File: src/rtl/ysyx_25040111_icache_refill.sv
// Refill bridge between the instruction cache and an AXI4 read port.
// Turns a one-cycle miss pulse into one AR/R burst and returns the block with a one-cycle rok pulse.
module ysyx_25040111_icache_refill #(
    parameter int         BEATS  = 1,
    parameter logic [3:0] AXI_ID = 4'h0
) (
    input  logic                  clock,
    input  logic                  reset,
    input  logic [31:0]           req_addr,
    input  logic                  rstart,
    output logic                  rok,
    output logic [32*BEATS-1:0]   rdata,
    output logic                  rerr,
    output logic                  busy,
    output logic                  arvalid,
    input  logic                  arready,
    output logic [31:0]           araddr,
    output logic [3:0]            arid,
    output logic [7:0]            arlen,
    output logic [2:0]            arsize,
    output logic [1:0]            arburst,
    input  logic                  rvalid,
    output logic                  rready,
    input  logic [31:0]           axi_rdata,
    input  logic [1:0]            rresp,
    input  logic                  rlast,
    input  logic [3:0]            rid
);

    localparam int              OFF       = $clog2(BEATS * 4);
    localparam int              CW        = $clog2(BEATS) + 1;
    localparam logic [31:0]     ADDR_MASK = ~((32'd1 << OFF) - 32'd1);
    localparam logic [CW-1:0]   CNT_FULL  = CW'(BEATS);
    localparam logic [CW-1:0]   CNT_LAST  = CW'(BEATS - 1);

    typedef enum logic [1:0] {S_IDLE, S_AR, S_R, S_DONE} state_t;

    state_t                 state_reg, state_next;
    logic [CW-1:0]          cnt_reg, cnt_next;
    logic                   err_reg, err_next;
    logic                   beat_fire;
    logic [32*BEATS-1:0]    blk_reg, blk_next;
    logic [32*BEATS-1:0]    rdata_reg;
    logic                   rok_reg, rerr_reg, busy_reg, arvalid_reg, rready_reg;
    logic [31:0]            araddr_reg;
    logic [3:0]             arid_reg;
    logic [7:0]             arlen_reg;
    logic [2:0]             arsize_reg;
    logic [1:0]             arburst_reg;

    always_comb begin
        state_next = state_reg;
        cnt_next   = cnt_reg;
        err_next   = err_reg;
        beat_fire  = 1'b0;
        case (state_reg)
            S_IDLE: begin
                if (rstart) begin
                    state_next = S_AR;
                    cnt_next   = '0;
                    err_next   = 1'b0;
                end
            end
            S_AR: begin
                if (arvalid_reg && arready) state_next = S_R;
            end
            S_R: begin
                if (rvalid && rready_reg) begin
                    beat_fire = 1'b1;
                    // Counter saturates at BEATS; surplus beats only flag an error.
                    if (cnt_reg < CNT_FULL) cnt_next = cnt_reg + CW'(1);
                    else                    err_next = 1'b1;
                    if (rresp != 2'b00 || rid != AXI_ID) err_next = 1'b1;
                    if (rlast) begin
                        if (cnt_reg != CNT_LAST) err_next = 1'b1;
                        state_next = S_DONE;
                    end
                end
            end
            S_DONE:  state_next = S_IDLE;
            default: state_next = S_IDLE;
        endcase
    end

    // Slot write-through, so the final beat is visible in the same edge that enters DONE.
    generate
        for (genvar gi = 0; gi < BEATS; gi++) begin : g_slot
            assign blk_next[32*gi +: 32] = (beat_fire && cnt_reg == CW'(gi)) ? axi_rdata
                                                                              : blk_reg[32*gi +: 32];
        end
    endgenerate

    always_ff @(posedge clock or posedge reset) begin
        if (reset) begin
            state_reg   <= S_IDLE;
            cnt_reg     <= '0;
            err_reg     <= 1'b0;
            blk_reg     <= '0;
            rdata_reg   <= '0;
            rok_reg     <= 1'b0;
            rerr_reg    <= 1'b0;
            busy_reg    <= 1'b0;
            arvalid_reg <= 1'b0;
            rready_reg  <= 1'b0;
            araddr_reg  <= '0;
            arid_reg    <= '0;
            arlen_reg   <= '0;
            arsize_reg  <= '0;
            arburst_reg <= '0;
        end else begin
            state_reg   <= state_next;
            cnt_reg     <= cnt_next;
            err_reg     <= err_next;
            blk_reg     <= blk_next;
            busy_reg    <= (state_next != S_IDLE);
            arvalid_reg <= (state_next == S_AR);
            rready_reg  <= (state_next == S_R);
            rok_reg     <= (state_next == S_DONE);
            rerr_reg    <= (state_next == S_DONE) && err_next;
            if (state_next == S_DONE) rdata_reg <= blk_next;
            if (state_reg == S_IDLE && rstart) begin
                araddr_reg  <= req_addr & ADDR_MASK;
                arid_reg    <= AXI_ID;
                arlen_reg   <= 8'(BEATS - 1);
                arsize_reg  <= 3'b010;
                arburst_reg <= 2'b01;
            end
        end
    end

    assign rok     = rok_reg;
    assign rdata   = rdata_reg;
    assign rerr    = rerr_reg;
    assign busy    = busy_reg;
    assign arvalid = arvalid_reg;
    assign rready  = rready_reg;
    assign araddr  = araddr_reg;
    assign arid    = arid_reg;
    assign arlen   = arlen_reg;
    assign arsize  = arsize_reg;
    assign arburst = arburst_reg;

endmodule

File: config.mk
export PLATFORM = sky130hd
export DESIGN_NAME = ysyx_25040111_icache_refill
export DESIGN_NICKNAME = d
export VERILOG_FILES = /design/src/rtl/ysyx_25040111_icache_refill.sv
export SDC_FILE = /design/constraint.sdc
export NUM_CORES = 1
export LEC_CHECK = 0
export ABC_AREA = 0
export CORE_AREA = 2 2 103 105
export CTS_CLUSTER_DIAMETER = 30
export DETAILED_ROUTE_END_ITERATION = 7
export DIE_AREA = 0 0 105 107
export GPL_ROUTABILITY_DRIVEN = 1
export PLACE_DENSITY = 0.79
export SLEW_MARGIN = 20
export SYNTH_ARGS = -nofsm -noshare
export SYNTH_HDL_FRONTEND = slang
export SYNTH_SLANG_ARGS = --single-unit
export TNS_END_PERCENT = 30
File: constraint.sdc
create_clock -name clock -period 3.9 [get_ports clock]
set_input_delay 0.975 -clock clock [delete_from_list [all_inputs] [get_ports clock]]
set_output_delay 0.975 -clock clock [all_outputs]
set_load 0.01 [all_outputs]
* Word-level counts from Yosys, hierarchy flattened
Cells that the tools add are included.
** Storage, ports and cells
- Flip-flop bits (word level) :: 104
- Bits of input ports :: 76
- Output and inout port bits :: 86
** Operators by class
- Add/sub/neg operators :: 1
- Order comparisons :: 1
- Eq/ne operators :: 9
- Multiplexer cells :: 19
- Bitwise logic cells :: 1
- Reduce and logical (&&, ||, !) cells :: 12
** Operator list (count)
- $mux 32 :: 1
- $mux 1 :: 11
- $eq 2x2->1 const B :: 4
- $mux 2 :: 4
- $pmux 2 s4 :: 1
- $ne 2x2->1 const B :: 3
- $reduce_bool 2->1 :: 3
- $logic_and 1x1->1 :: 5
- $eq 2x1->1 const B :: 2
- $pmux 1 s2 :: 2
- $reduce_and 4->1 :: 1
- $reduce_bool 4->1 :: 1
- $logic_not 2->1 :: 1
- $add 1x1->1 const B :: 1
- $logic_or 1x1->1 :: 1
- $lt 1x1->1 const B :: 1
- $not 1->1 :: 1

* Logic depth before layout (Yosys ltp)
- Word-level depth :: 8
- Depth in mapped cells :: 6
- Depth with buffers taken out :: 3

* Worst setup path before layout
Ideal clock, no wire load.
- Path type :: input to register
- Start point :: in rid[1]
- End point :: reg rerr_reg (netlist: rerr)
- Arrival time :: 1812 ps
- Data required time :: 3767 ps
- Slack :: 1955 ps
- Stages :: 3
- Cells stage by stage :: or4_1 -> nor4_1 -> a21oi_1
** On the way
- Cells in the longest elaborated chain, start to end :: 8
** Ends and longest elaborated chain
- start: declaration :: RTL line 27 : input logic [3:0] rid
- $reduce_bool 4->1 (*) :: RTL line 73 : if (rresp != 2'b00 || rid != AXI_ID) err_next = 1'b1;
- $logic_or 1x1->1 (*) :: RTL line 73
- $mux 1 (*) :: RTL line 73
- $mux 1 :: RTL line 75 : if (cnt_reg != CNT_LAST) err_next = 1'b1;
- $mux 1 (*) :: RTL line 74 : if (rlast) begin
- $mux 1 (*) :: RTL line 68 : if (rvalid && rready_reg) begin
- $pmux 1 s2 (*) :: RTL line 56 : case (state_reg)
- $logic_and 1x1->1 (*) :: RTL line 119 : rerr_reg <= (state_next == S_DONE) && err_next;
- end signal: assignment :: RTL line 119
- end: declaration :: RTL line 44 : logic rok_reg, rerr_reg, busy_reg, arvalid_reg, rready_reg;
Every way passes the cells marked *; elsewhere a longest branch is shown, timed or not.
A chain may end at the register's enable or synchronous reset.

* Final worst setup path
- Start point :: in rvalid
- End point :: reg blk_reg[6]
** On the way
- Cells in the longest elaborated chain, start to end :: 5
** Ends and longest elaborated chain
- start: declaration :: RTL line 22 : input logic rvalid,
- $logic_and 1x1->1 :: RTL line 68
- $mux 1 :: RTL line 68
- $mux 1 :: RTL line 56
- $logic_and 1x1->1 :: RTL line 88 : assign blk_next[32*gi +: 32] = (beat_fire && cnt_reg == CW'(gi)) ? axi_rdata
- $mux 32 :: RTL line 88
- via blk_next[6] :: RTL line 42 : logic [32*BEATS-1:0] blk_reg, blk_next;
- end signal: assignment :: RTL line 114 : blk_reg <= blk_next;
- end: declaration :: RTL line 42
The timed path passes the listed nets, and every way through them passes these cells.

==> impl_metrics.csv <==
group,metric,value,unit
critical_path,r2r-end,"blk_reg[6]",
synthesis,ys_top_cells_by_area,"dfrtp_1 59%, mux2_2 15%, mux2i_1 7.7%",
critical_path,r2r_slack,1.80,ns
die,io-pin-count,162,
sta,fin_skew,0.01415,ns
critical_path,critical_path_buf_inv_count,2,
clock_network,cts.path.max_buffers,2,
critical_path,reg2reg_from,"state_reg[1]",
place,gp_congestion,0.7226,
sta,hold_violations,0,
clock_network,cts_num_sinks,104,
routing,drc_errors,0,
die,initial_core_util,43.53,%
clock_network,cts_htree_levels,3,
power_and_ir_drop,p_total,3.832,mW
synthesis,ys_warn_count,0,
final_layout,fillers,881,
critical_path,path_depth,5,
critical_path,worst_path_largest_cell_delay,0.54,ns
place,hpwl,6720,µm
sta,setup_tns,0,ns
final_layout,num_antenna_cells,0,
global_routing,antenna_found_initial,0,
critical_path,cp_slowest_cell,"nor2_4",
critical_path,cp_cell_sequence,"clkdlybuf4s50_1, nand4b_4, nor2_4, buf_12, mux2_2",
synthesis,seq_area_frac_synth,59.24,%
final_layout,area_delta_synth_final,37.17,%
sta,tightestPinTransition,0.6417,ns
run,max_cap_viol_count,0,
die,coreArea,10090,µm²
synthesis,syn-instance-count,325,
synthesis,avgSynthCellArea,13.52,µm²
synthesis,netlist_area,4393,µm²
sta,fmax,0.3712,GHz
critical_path,crit_start,"rvalid",
clock_network,cts_made_buffers,9,
critical_path,crit_family,"simple AND/OR/NAND/NOR gates",
die,die_x,105,µm
routing,first_iter_violations,73,
global_routing,grt_max_degree,57,
critical_path,critPathRequiredTime,4.14,ns
sta,slew_headroom,57.22,%
synthesis,ys_seq_elements,104,
clock_network,ctsHoldBuffers,0,
outcome,status,"complete, no violations",
final_layout,drive_above_1_share,18.80,%
power_and_ir_drop,p_leak,2.580,nW
global_routing,overflow,0,
synthesis,yosys.area.top_type,"dfrtp_1",
clock_network,clk_latency,0.36,ns
routing,routedWlPerCell,15.88,µm
critical_path,cp_max_fo,19,
routing,first_pass_iters,4,
sta,finalSetupViolations,0,
clock_network,cts_resized,0,
critical_path,path_class,"primary input to flop",
global_routing,grt_pass1_wl,15860,µm
routing,viasPerCell,4.929,
clock_network,root_buffer,"clkbuf_8",
final_layout,final_net_count,539,
sta,drv_slew,0,
synthesis,synth.distinct_cells,25,
global_routing,track_usage,17.86,%
critical_path,start_kind,"primary input",
sta,rsz0062_at_grt,"false",
global_routing,grt_pass1_vias,3147,
clock_network,cts_setup_buffers,0,
sta,post-route-period-util,69.08,%
final_layout,layout_commonest_cell,"clkdlybuf4s50_1",
sta,fin_crit,2.694,ns
power_and_ir_drop,powerDensity,636.0,nW/µm²
routing,wirelength,9590,µm
critical_path,crit_end,"blk_reg[6]",
die,die_y,107,µm
power_and_ir_drop,ir_drop,0.2810,mV
routing,drtAntennaViolNets,0,
min_path,worstHoldPathType,"flop to flop",
critical_path,arrival,2.93,ns
final_layout,mostFrequentLayoutCells,"142 x clkdlybuf4s50_1, 103 x dfrtp_1, 60 x mux2_2, 36 x o21ai_0, 34 x mux2i_1",
routing,vias,2977,
clock_network,path_clk_slew,0.10,ns
place,io_buffers,142,
die,rows,37,
synthesis,synth_top_cell_area_share,59.24,%
critical_path,rr_worst_depth,4,
clock_network,cts_tree,"built",
critical_path,endpoint_kind,"flop",
die,dieArea,11240,µm²
[cells in the mapped netlist]
master and n:
nor4_1 1, buf_6 5, nor2_1 2, a21oi_1 1, nor3b_4 1, mux2_1 2, inv_1 5, buf_2 4
nor2_4 1, o21ai_1 29, mux2_2 60, o21ai_0 36, mux2i_1 34, nor3_1 1, dfrtp_1 104, nand4b_4 1
nand2b_1 2, or4_1 1, and3_1 1, or2_2 1, or2_1 1, o32ai_1 1, clkbuf_1 6, conb_1 1
buf_4 24
[cell families after synthesis]
group | after synthesis | synth area share (%)
flip-flops | 104 | 59.24
other | 1 | 0.08536
buffers and inverters | 44 | 6.779
AND/OR/NAND/NOR | 13 | 2.535
AO/OA/AOI/OAI | 67 | 7.718
multiplexers | 96 | 23.64
[where the power goes]
part	internal [mW]	leakage, nW	switching, mW
logic	0.933	1.14	0.573
registers	1.50	1.35	0.220
clock network	0.239	0.0883	0.365
[routing by layer]
metal / wire [µm] / global-route usage [%] / vias to the layer above
met4: 182 / 6.762 / 0
li1: - / - / 1390
met3: 579 / 4.195 / 14
met2: 4888 / 30.75 / 112
met1: 3939 / 21.88 / 1461
met5: 0 / 0 / -
[final cells by class]
cell class                 count  area (µm²)  area share [%]
sequential                   104        2604           43.21
tap                          136       170.2           2.824
timing repair buffer         150        1506           25.00
inverter                       5       21.27          0.3530
clock inverter                 5       40.04          0.6645
clock buffer                  11       131.4           2.180
multi-input combinational    193        1553           25.77
[worst min-delay path by stage]
stage | end | slack [ns] | from | cells past startpoint
6_report | araddr[10] | 0.50 | araddr[10] | 1
5_1_grt | araddr[8] | 0.53 | araddr[8] | 1
4_1_cts | err_reg | 0.51 | err_reg | 2
3_5_place_dp | err_reg | 0.48 | err_reg | 2
3_3_place_gp | araddr[10] | 0.47 | araddr[10] | 1
2_1_floorplan | err_reg | 0.46 | err_reg | 2
[stage by stage]
step	utilization, %	std cells	hold slack (ns)	cell area, µm²	setup WS (ns)
2_1_floorplan	-	341	0.4591	4453	0.1928
3_3_place_gp	58.01	588	0.4709	5854	0.8538
3_5_place_dp	58.01	588	0.4802	5854	0.8317
4_1_cts	59.71	604	0.5076	6026	1.228
5_1_grt	59.71	604	0.5286	6026	1.114
6_report	59.71	604	0.5043	6026	1.206
No activity file was read; power rests on OpenSTA's default activity.
